==> config.mk <==
export PLATFORM = sky130hd
export DESIGN_NAME = vcm_i2c_responder
export DESIGN_NICKNAME = d
export VERILOG_FILES = /design/src/rtl/vcm_i2c_pkg.sv /design/src/rtl/i2c_line_sync.sv /design/src/rtl/vcm_i2c_responder.sv
export SDC_FILE = /design/constraint.sdc
export NUM_CORES = 1
export LEC_CHECK = 0
export ABC_AREA = 1
export CORE_MARGIN = 2
export CORE_UTILIZATION = 45
export DETAILED_ROUTE_END_ITERATION = 10
export PLACE_DENSITY = 0.66
export SLEW_MARGIN = 20
export SYNTH_ARGS = -nofsm -noshare
export SYNTH_HDL_FRONTEND = slang
export SYNTH_SLANG_ARGS = --single-unit
export TNS_END_PERCENT = 5
==> constraint.sdc <==
create_clock -name CLK_50 -period 2.4 [get_ports CLK_50]
set_input_delay 0.24 -clock CLK_50 [delete_from_list [all_inputs] [get_ports CLK_50]]
set_output_delay 0.24 -clock CLK_50 [all_outputs]
set_load 0.05 [all_outputs]
==> src/rtl/vcm_i2c_pkg.sv <==
// Shared constants and state encoding for the VCM lens-driver I2C responder.
package vcm_i2c_pkg;

  localparam logic [6:0]  DEV_ADDR_DEFAULT = 7'h0C;

  localparam int unsigned VCM_PD_BIT  = 15;
  localparam int unsigned VCM_POS_MSB = 13;
  localparam int unsigned VCM_POS_LSB = 4;

  typedef enum logic [2:0] {
    StIdle,
    StAddr,
    StAddrAck,
    StWrByte,
    StWrAck,
    StRdByte,
    StRdAck,
    StWaitStop
  } i2c_state_e;

endpackage

==> src/rtl/i2c_line_sync.sv <==
// Synchronises SCL/SDA into the system clock and detects bus clock edges and START/STOP.
module i2c_line_sync #(
  parameter int unsigned SYNC_STAGES = 2
) (
  input  logic clk,
  input  logic rst,
  input  logic scl_in,
  input  logic sda_in,
  output logic sda,
  output logic scl_rise,
  output logic scl_fall,
  output logic start,
  output logic stop
);

  logic [SYNC_STAGES-1:0] scl_sync_q;
  logic [SYNC_STAGES-1:0] sda_sync_q;
  logic                   scl_prev_q;
  logic                   sda_prev_q;
  logic                   scl;
  logic                   sda_chg;

  // Idle bus is high on both lines, so reset to 1 to avoid phantom edges.
  always_ff @(posedge clk) begin
    if (rst) begin
      scl_sync_q <= '1;
      sda_sync_q <= '1;
      scl_prev_q <= 1'b1;
      sda_prev_q <= 1'b1;
    end else begin
      scl_sync_q <= {scl_sync_q[SYNC_STAGES-2:0], scl_in};
      sda_sync_q <= {sda_sync_q[SYNC_STAGES-2:0], sda_in};
      scl_prev_q <= scl;
      sda_prev_q <= sda;
    end
  end

  assign scl     = scl_sync_q[SYNC_STAGES-1];
  assign sda     = sda_sync_q[SYNC_STAGES-1];
  assign sda_chg = sda ^ sda_prev_q;

  assign start = scl & scl_prev_q & sda_prev_q & ~sda;
  assign stop  = scl & scl_prev_q & ~sda_prev_q & sda;

  // An SCL edge coinciding with an SDA change is ambiguous and is dropped.
  assign scl_rise = scl & ~scl_prev_q & ~sda_chg;
  assign scl_fall = ~scl & scl_prev_q & ~sda_chg;

endmodule

==> src/rtl/vcm_i2c_responder.sv <==
// I2C target modelling the VCM lens driver: accepts a 2-byte word, supports read-back.
module vcm_i2c_responder
  import vcm_i2c_pkg::*;
#(
  parameter logic [6:0]  DEV_ADDR    = DEV_ADDR_DEFAULT,
  parameter int unsigned SYNC_STAGES = 2,
  parameter logic [15:0] RESET_WORD  = 16'h0000
) (
  input  logic        CLK_50,
  input  logic        RESET,
  input  logic        I2C_SCL,
  input  logic        I2C_SDA_IN,
  output logic        I2C_SDA_OE,
  output logic [15:0] VCM_DATA,
  output logic [9:0]  VCM_POS,
  output logic        VCM_PD,
  output logic        WR_STROBE,
  output logic        BUSY
);

  logic sda, scl_rise, scl_fall, start, stop;

  i2c_line_sync #(
    .SYNC_STAGES(SYNC_STAGES)
  ) u_line_sync (
    .clk      (CLK_50),
    .rst      (RESET),
    .scl_in   (I2C_SCL),
    .sda_in   (I2C_SDA_IN),
    .sda      (sda),
    .scl_rise (scl_rise),
    .scl_fall (scl_fall),
    .start    (start),
    .stop     (stop)
  );

  i2c_state_e  state_q, state_d;
  logic [3:0]  bit_cnt_q, bit_cnt_d;
  logic [1:0]  byte_idx_q, byte_idx_d;
  logic [7:0]  shift_q, shift_d;
  logic [7:0]  hi_q, hi_d;
  logic [15:0] data_q, data_d;
  logic        sda_oe_q, sda_oe_d;
  logic        strobe_q, strobe_d;
  logic        busy_q, busy_d;
  logic        rw_q, rw_d;
  logic [7:0]  shift_in;

  assign shift_in = {shift_q[6:0], sda};

  always_ff @(posedge CLK_50) begin
    if (RESET) begin
      state_q    <= StIdle;
      bit_cnt_q  <= '0;
      byte_idx_q <= '0;
      shift_q    <= '0;
      hi_q       <= '0;
      data_q     <= RESET_WORD;
      sda_oe_q   <= 1'b0;
      strobe_q   <= 1'b0;
      busy_q     <= 1'b0;
      rw_q       <= 1'b0;
    end else begin
      state_q    <= state_d;
      bit_cnt_q  <= bit_cnt_d;
      byte_idx_q <= byte_idx_d;
      shift_q    <= shift_d;
      hi_q       <= hi_d;
      data_q     <= data_d;
      sda_oe_q   <= sda_oe_d;
      strobe_q   <= strobe_d;
      busy_q     <= busy_d;
      rw_q       <= rw_d;
    end
  end

  always_comb begin
    state_d    = state_q;
    bit_cnt_d  = bit_cnt_q;
    byte_idx_d = byte_idx_q;
    shift_d    = shift_q;
    hi_d       = hi_q;
    data_d     = data_q;
    sda_oe_d   = sda_oe_q;
    strobe_d   = 1'b0;
    busy_d     = busy_q;
    rw_d       = rw_q;

    if (stop) begin
      state_d  = StIdle;
      sda_oe_d = 1'b0;
      busy_d   = 1'b0;
    end else if (start) begin
      state_d    = StAddr;
      bit_cnt_d  = '0;
      byte_idx_d = '0;
      sda_oe_d   = 1'b0;
      busy_d     = 1'b0;
    end else begin
      case (state_q)
        StAddr: begin
          if (scl_rise) begin
            shift_d   = shift_in;
            bit_cnt_d = bit_cnt_q + 4'd1;
          end else if (scl_fall && bit_cnt_q == 4'd8) begin
            if (shift_q[7:1] == DEV_ADDR) begin
              state_d  = StAddrAck;
              sda_oe_d = 1'b1;
              busy_d   = 1'b1;
              rw_d     = shift_q[0];
            end else begin
              state_d = StWaitStop;
            end
          end
        end
        StAddrAck: begin
          if (scl_fall) begin
            bit_cnt_d  = '0;
            byte_idx_d = '0;
            if (rw_q) begin
              state_d  = StRdByte;
              shift_d  = data_q[15:8];
              sda_oe_d = ~data_q[15];
            end else begin
              state_d  = StWrByte;
              sda_oe_d = 1'b0;
            end
          end
        end
        StWrByte: begin
          if (scl_rise) begin
            shift_d   = shift_in;
            bit_cnt_d = bit_cnt_q + 4'd1;
            if (bit_cnt_q == 4'd7 && byte_idx_q == 2'd0) begin
              hi_d = shift_in;
            end else if (bit_cnt_q == 4'd7 && byte_idx_q == 2'd1) begin
              data_d   = {hi_q, shift_in};
              strobe_d = 1'b1;
            end
          end else if (scl_fall && bit_cnt_q == 4'd8) begin
            if (byte_idx_q == 2'd2) begin
              state_d = StWaitStop;
              busy_d  = 1'b0;
            end else begin
              state_d  = StWrAck;
              sda_oe_d = 1'b1;
            end
          end
        end
        StWrAck: begin
          if (scl_fall) begin
            state_d    = StWrByte;
            sda_oe_d   = 1'b0;
            bit_cnt_d  = '0;
            byte_idx_d = byte_idx_q + 2'd1;
          end
        end
        StRdByte: begin
          if (scl_rise) begin
            bit_cnt_d = bit_cnt_q + 4'd1;
          end else if (scl_fall) begin
            if (bit_cnt_q == 4'd8) begin
              state_d  = StRdAck;
              sda_oe_d = 1'b0;
            end else begin
              shift_d  = {shift_q[6:0], 1'b0};
              sda_oe_d = ~shift_q[6];
            end
          end
        end
        StRdAck: begin
          // Next byte is preloaded on the master's ACK so the fall only has to drive it.
          if (scl_rise) begin
            if (sda) begin
              state_d = StWaitStop;
              busy_d  = 1'b0;
            end else begin
              shift_d    = byte_idx_q[0] ? data_q[15:8] : data_q[7:0];
              byte_idx_d = {1'b0, ~byte_idx_q[0]};
            end
          end else if (scl_fall) begin
            state_d   = StRdByte;
            bit_cnt_d = '0;
            sda_oe_d  = ~shift_q[7];
          end
        end
        default: begin
          sda_oe_d = 1'b0;
        end
      endcase
    end
  end

  assign I2C_SDA_OE = sda_oe_q;
  assign VCM_DATA   = data_q;
  assign VCM_POS    = data_q[VCM_POS_MSB:VCM_POS_LSB];
  assign VCM_PD     = data_q[VCM_PD_BIT];
  assign WR_STROBE  = strobe_q;
  assign BUSY       = busy_q;

endmodule

==> results of run 1 <==
-- final cells by class --
type | count | area (um^2)
fillers | 608 | 2960
multi-input cells | 309 | 1490
flip-flops and latches | 51 | 1020
repair buffers | 41 | 390
inverters | 61 | 229
well taps | 77 | 96.3
clock buffers | 6 | 72.6
clock inverters | 2 | 17.5
-- cells in the final DEF (no fill, tap or decap), drive strengths merged, types with 3 or more instances in the layout --
cell           Yosys  routed
buf               20       8
clkinv             1       3
clkdlybuf4s50      0      33
nor2              64      64
dfxtp             51      51
or2                5       5
nor3               6       6
inv               60      60
nand2             94      94
o21ai             43      43
a21oi             51      51
nand3             27      27
ha                 5       5
nand4              9       9
clkbuf             5       6
-- cells by family after synthesis --
group | after synthesis
AOI/OAI and AO/OA | 96
xor gates and xnor gates | 1
adders and majority gates | 5
buffers and inverters | 86
DFF | 51
and+or+nand+nor | 207
-- where the power goes --
part / leakage [uW] / total, uW / switching, uW / internal, uW
Sequential: 0.000414 / 1110 / 138 / 972
Clock: 0.0000454 / 525 / 315 / 210
Combinational: 0.000950 / 1490 / 998 / 495
Total: 0.00141 / 3130 / 1450 / 1680
-- critical path: stages, from the launching register on --
cell     delay [ps]
dfxtp_1         620
inv_2           140
nor2_2          190
buf_4           220
nand2_1          90
nor3b_4         160
buf_4           190
a21oi_1         150
nor2_1           70
-- registers in the layout (all words and copies together), names as in the netlist, 2 cells and up --
register	flops
shift_q	8
VCM_DATA	16
bit_cnt_q	4
u_line_sync.scl_sync_q	2
hi_q	8
u_line_sync.sda_sync_q	2
byte_idx_q	2
state_q	3
-- through the flow --
step | hold slack [ps] | std cells | setup WS [ps] | total power, uW | instance area [um^2]
4_1_cts | 421 | 547 | 467 | 3130 | 3310
3_5_place_dp | 398 | 539 | 489 | 2600 | 3220
3_3_place_gp | 391 | 539 | 500 | 2610 | 3220
5_1_grt | 431 | 547 | 247 | 3410 | 3310
6_report | 416 | 547 | 465 | 3130 | 3310
2_1_floorplan | 344 | 446 | 876 | 2270 | 2900
-- how the worst max path moves through the flow --
stage	from	slack (ps)	end	cells past startpoint
4_1_cts	state_q[2]	470	bit_cnt_q[1]	7
5_1_grt	bit_cnt_q[0]	250	state_q[2]	11
3_5_place_dp	state_q[2]	490	bit_cnt_q[1]	7
6_report	state_q[2]	470	shift_q[4]	8
3_3_place_gp	state_q[2]	500	bit_cnt_q[1]	7
2_1_floorplan	bit_cnt_q[0]	880	shift_q[6]	11
-- routing by layer --
| metal | up-vias | wire, um |
|---|---|---|
| met2 | 109 | 3120 |
| met3 | 14 | 494 |
| met1 | 1276 | 3480 |
| li1 | 1467 | - |
| met4 | 0 | 189 |
| met5 | - | 0 |
==> flow_summary.yaml, run 1 <==
status:
  status: "complete, no violations"
routing:
  firstDrtPassIters: 5
  postRouteAntennaNets: 0
  drcViolationCount: 0
  drt-initial-drc-count: 332
  via_per_inst: 5.24
  wl_per_cell_um: 13.3
  routed_wl_mm: 7.28
  vias: 2866
logic_synthesis:
  synth.most_common_cell: "nand2_1"
  synth.avg_cell_area_um2: 6.51
  synth_area_um2: 2900
  synth.area.mux_share_pct: 0
  syn_nets: 455
  synth_edf_count: 0
  synth_top_family_by_area: "simple AND/OR/NAND/NOR gates"
  yosysTopAreaCell: "dfxtp_1"
  synth_compound_area_share_pct: 17.4
  yosysSeqAreaShare_pct: 35.2
  ys_ff_latch: 51
  yosys_warnings: 0
  synth_xor_area_share_pct: 0.302
  synthTopCellsByCount: "nand2_1 (92), nor2_1 (61), inv_1 (53)"
  synthFlopType: "dfxtp_1"
  synthDistinctLibCells: 30
  netlist_instances: 446
  async_reset_ff_share_pct: 0
  yosysTopAreaCellShare_pct: 35.2
  synth_fa_ha_area_share_pct: 2.16
  yosys.area_share.simple_pct: 31.4
  synthTopCellsByArea: "dfxtp_1 (35%), nand2_1 (12%), a21oi_1 (8.8%)"
critical_path:
  r2r_slack_ps: 470
  endpoint_kind: "register"
  criticalPathCategory: "reg2reg"
  worst_r2r_startpoint: "state_q[2]"
  crit_arrival_ps: 2160
  r2r_end: "shift_q[4]"
  required_ps: 2620
  cp_max_fo: 16
  startpoint_type: "register"
  rr_worst_depth: 8
floorplan:
  die_w_um: 84.3
  core.rowCount: 29
  ios: 34
  dieHeight_um: 84.3
  core_area_um2: 6280
  die-area_um2: 7110
  initial_core_util_pct: 46.2
layout:
  syn2layout_area_growth_pct: 14.2
  post-route-util_pct: 52.8
  nets: 478
  diodes: 0
  drive_gt1_share_pct: 8.51
flow_run:
  cap_violations: 0
sta:
  final-hold-violation-count: 0
  slew_viol_final: 0
  worstMarginPinSlew_ps: 498
  setup_viol: 0
  rsz0062_at_grt: "false"
  fmax_ghz: 0.517
  fin_tns_setup_ps: 0
  maxSlewHeadroom_pct: 66.7
  fin_skew_ps: 14.7
  final.min_clock_period_ps: 1930
  min_period_over_period_pct: 80.6
power:
  ir_worst_vdd_uv: 404
  leakage_uw: 0.00141
  power.density_nw_per_um2: 944
clocking:
  cts_tree: "yes"
  cts-resized-gates: 0
  clock-root-buffer: "clkbuf_8"
  cts_hold_buf: 0
  cts.htree.levels: 2
  numCtsBuffers: 5
  tritoncts_num_sinks: 51
  clk_pin_slew_worst_paths_ps: 100
  post_cts_buffers: 0
  cts_buffer_depth: 2
  clock_latency_ps: 320
grt:
  met1_usage_pct: 31.9
  grt_start_max_net_pins: 38
  grt_first_pass_wirelength_mm: 12.1
  grt-ovfl-total: 0
  use_met3_pct: 2.75
  grt.busiest_layer: "met1"
  antenna_found_initial: 0
  grt_use_total_pct: 21.2
  met2_usage_pct: 30.4
  grt_pass1_vias: 2390
worst_hold_path:
  hp-start: "u_line_sync.scl_sync_q[0]"
  holdPathStages: 1
  holdPathEnd: "u_line_sync.scl_sync_q[1]"
  hp-class: "reg2reg"
place:
  finalWeightedCongestion: 0.952
  portBuffers: 33
  dp_hpwl_mm: 5.33
No activity file was read; power rests on OpenSTA's default activity.
==> run 2, diff against run 1 <==
--- a/config.mk
+++ b/config.mk
@@ -9,7 +9,7 @@
 export CORE_MARGIN = 2
 export CORE_UTILIZATION = 45
 export DETAILED_ROUTE_END_ITERATION = 10
-export PLACE_DENSITY = 0.66
+export PLACE_DENSITY = 0.69
 export SLEW_MARGIN = 20
 export SYNTH_ARGS = -nofsm -noshare
 export SYNTH_HDL_FRONTEND = slang
==> constraint.sdc (replaced) <==
create_clock -name CLK_50 -period 1.7 [get_ports CLK_50]
set_input_delay 0.17 -clock CLK_50 [delete_from_list [all_inputs] [get_ports CLK_50]]
set_output_delay 0.17 -clock CLK_50 [all_outputs]
set_load 0.05 [all_outputs]
==> flow_summary.yaml, run 2 (synthesized netlist as in run 1, its figures left out) <==
status:
  status: "complete, no violations"
worst_hold_path:
  hp-class: "reg2reg"
  hp-start: "u_line_sync.scl_sync_q[0]"
critical_path:
  crit_arrival_ps: 1880
  crit_buf_inv: 1
  slowest_stage: "dfxtp_2"
  startpoint: "bit_cnt_q[1]"
  r2r_slack_ps: 40
  required_ps: 1920
  path_cells: "inv_2, ha_4, nand2_2, nor2_4, nand4_1, nand2_2, nand2_2, nor2_2, nand2_1, nand2_1, a21oi_2"
  criticalPathCategory: "reg2reg"
  cp_max_fo: 3
  worst_r2r_startpoint: "bit_cnt_q[1]"
  path_common_cell: "nand2_2"
  startpoint_type: "register"
  endpoint_kind: "register"
  critPathMaxStageDelay_ps: 350
  critical-path-top-delay-family: "simple AND/OR/NAND/NOR gates"
clocking:
  clock-root-buffer: "clkbuf_8"
  clk_pin_slew_worst_paths_ps: 100
  cts.htree.levels: 2
  cts_tree: "yes"
  cts_buffer_depth: 2
  clock_latency_ps: 310
  tritoncts_num_sinks: 51
  numCtsBuffers: 5
sta:
  rsz0062_at_grt: "true"
  worst_slack_ps: 35.4
  final-hold-violation-count: 0
  final.min_clock_period_ps: 1660
  worstMarginPinSlew_ps: 511
  setup_viol: 0
  fin_tns_setup_ps: 0
  slew_viol_final: 0
  maxSlewHeadroom_pct: 65.8
  min_period_over_period_pct: 97.9
  fmax_ghz: 0.601
  fin_skew_ps: 11.8
routing:
  wl_per_cell_um: 13.8
  firstDrtPassIters: 5
  routed_wl_mm: 8.06
  drt-initial-drc-count: 240
  via_per_inst: 5.22
  vias: 3037
  drcViolationCount: 0
  postRouteAntennaNets: 0
flow_run:
  cap_violations: 0
layout:
  diodes: 0
  drive_gt1_share_pct: 23.8
  final_cell_mix: "nand2_1 (87), nor2_1 (56), buf_4 (52), inv_1 (51), a21oi_1 (48)"
  nets: 513
  syn2layout_area_growth_pct: 29.5
  layout_commonest_cell: "nand2_1"
  largest_reg_flops: 16
grt:
  grt_pass1_vias: 2742
  grt_start_max_net_pins: 37
  grt_use_total_pct: 22.6
  grt_first_pass_wirelength_mm: 13.2
  grt-ovfl-total: 0
  antenna_found_initial: 0
power:
  p_total_uw: 5110
  leakage_uw: 0.00177
  power.density_nw_per_um2: 1360
  ir_worst_vdd_uv: 914
place:
  portBuffers: 33
  finalWeightedCongestion: 0.949
  pre_cts_ws_ps: -196
  dp_hpwl_mm: 6.02
floorplan:
  die-area_um2: 7110
  core.rowCount: 29
  ios: 34
  initial_core_util_pct: 46.2
  die_w_um: 84.3
  dieHeight_um: 84.3
  core_area_um2: 6280
-- run 2: changes by cell type in the layout (fill, tap and decap cells not counted), moves of 6 or more --
cell             delta
buf_12              +6
buf_4              +44
clkdlybuf4s50_1    -21
dfxtp_1             -7
dfxtp_2             +6
dlymetal6s2s_1      +6
-- run 2: layer usage --
metal / GRT usage [%] / vias up / part of all wire (%)
li1: - / 1531 / -
met4: 4.11 / 0 / 0.88
met3: 3.64 / 7 / 6.1
met2: 35.7 / 106 / 45
met5: 0 / - / 0
met1: 32.9 / 1393 / 47
-- run 2: report_power, final --
part | internal (uW) | leakage (uW) | switching [uW]
clock | 297 | 0.0000454 | 429
combinational | 1120 | 0.00131 | 1670
sequential | 1390 | 0.000415 | 204
-- run 2: per-stage QoR --
stage	util, %	hold slack (ps)	cells	cell area (um^2)
6_report	59.8	413	582	3760
5_1_grt	59.8	433	582	3760
4_1_cts	57.4	416	580	3600
3_5_place_dp	55.3	394	570	3470
3_3_place_gp	55.3	391	570	3470
2_1_floorplan	-	274	446	2900
-- run 2: area by class of cell --
type	instances	area (um^2)
fillers	610	2520
clock buffers	6	72.6
clock inverters	2	17.5
flip-flops and latches	51	1030
multi-input cells	309	1600
well taps	77	96.3
repair buffers	76	706
inverters	61	229
-- run 2: what timing repair did --
item,4_1_cts,5_1_grt
hold buffers,0,0
resized for setup,6,39
pin swaps,3,11
setup endpoints to repair,15,50
setup buffers,2,2
-- run 2: worst register-to-register path: stages (launching register included) --
cell and delay (ps):
dfxtp_2 350, inv_2 70, ha_4 120, nand2_2 60
nor2_4 130, nand4_1 190, nand2_2 200, nand2_2 70
nor2_2 160, nand2_1 80, nand2_1 80, a21oi_2 50
-- run 2: final timing paths --
path	to	depth (start not counted)
worst min-delay path	u_line_sync.scl_sync_q[1]	1
worst max register to register	I2C_SDA_OE	11
worst min register to register	u_line_sync.scl_sync_q[1]	1
worst max-delay path	I2C_SDA_OE	11
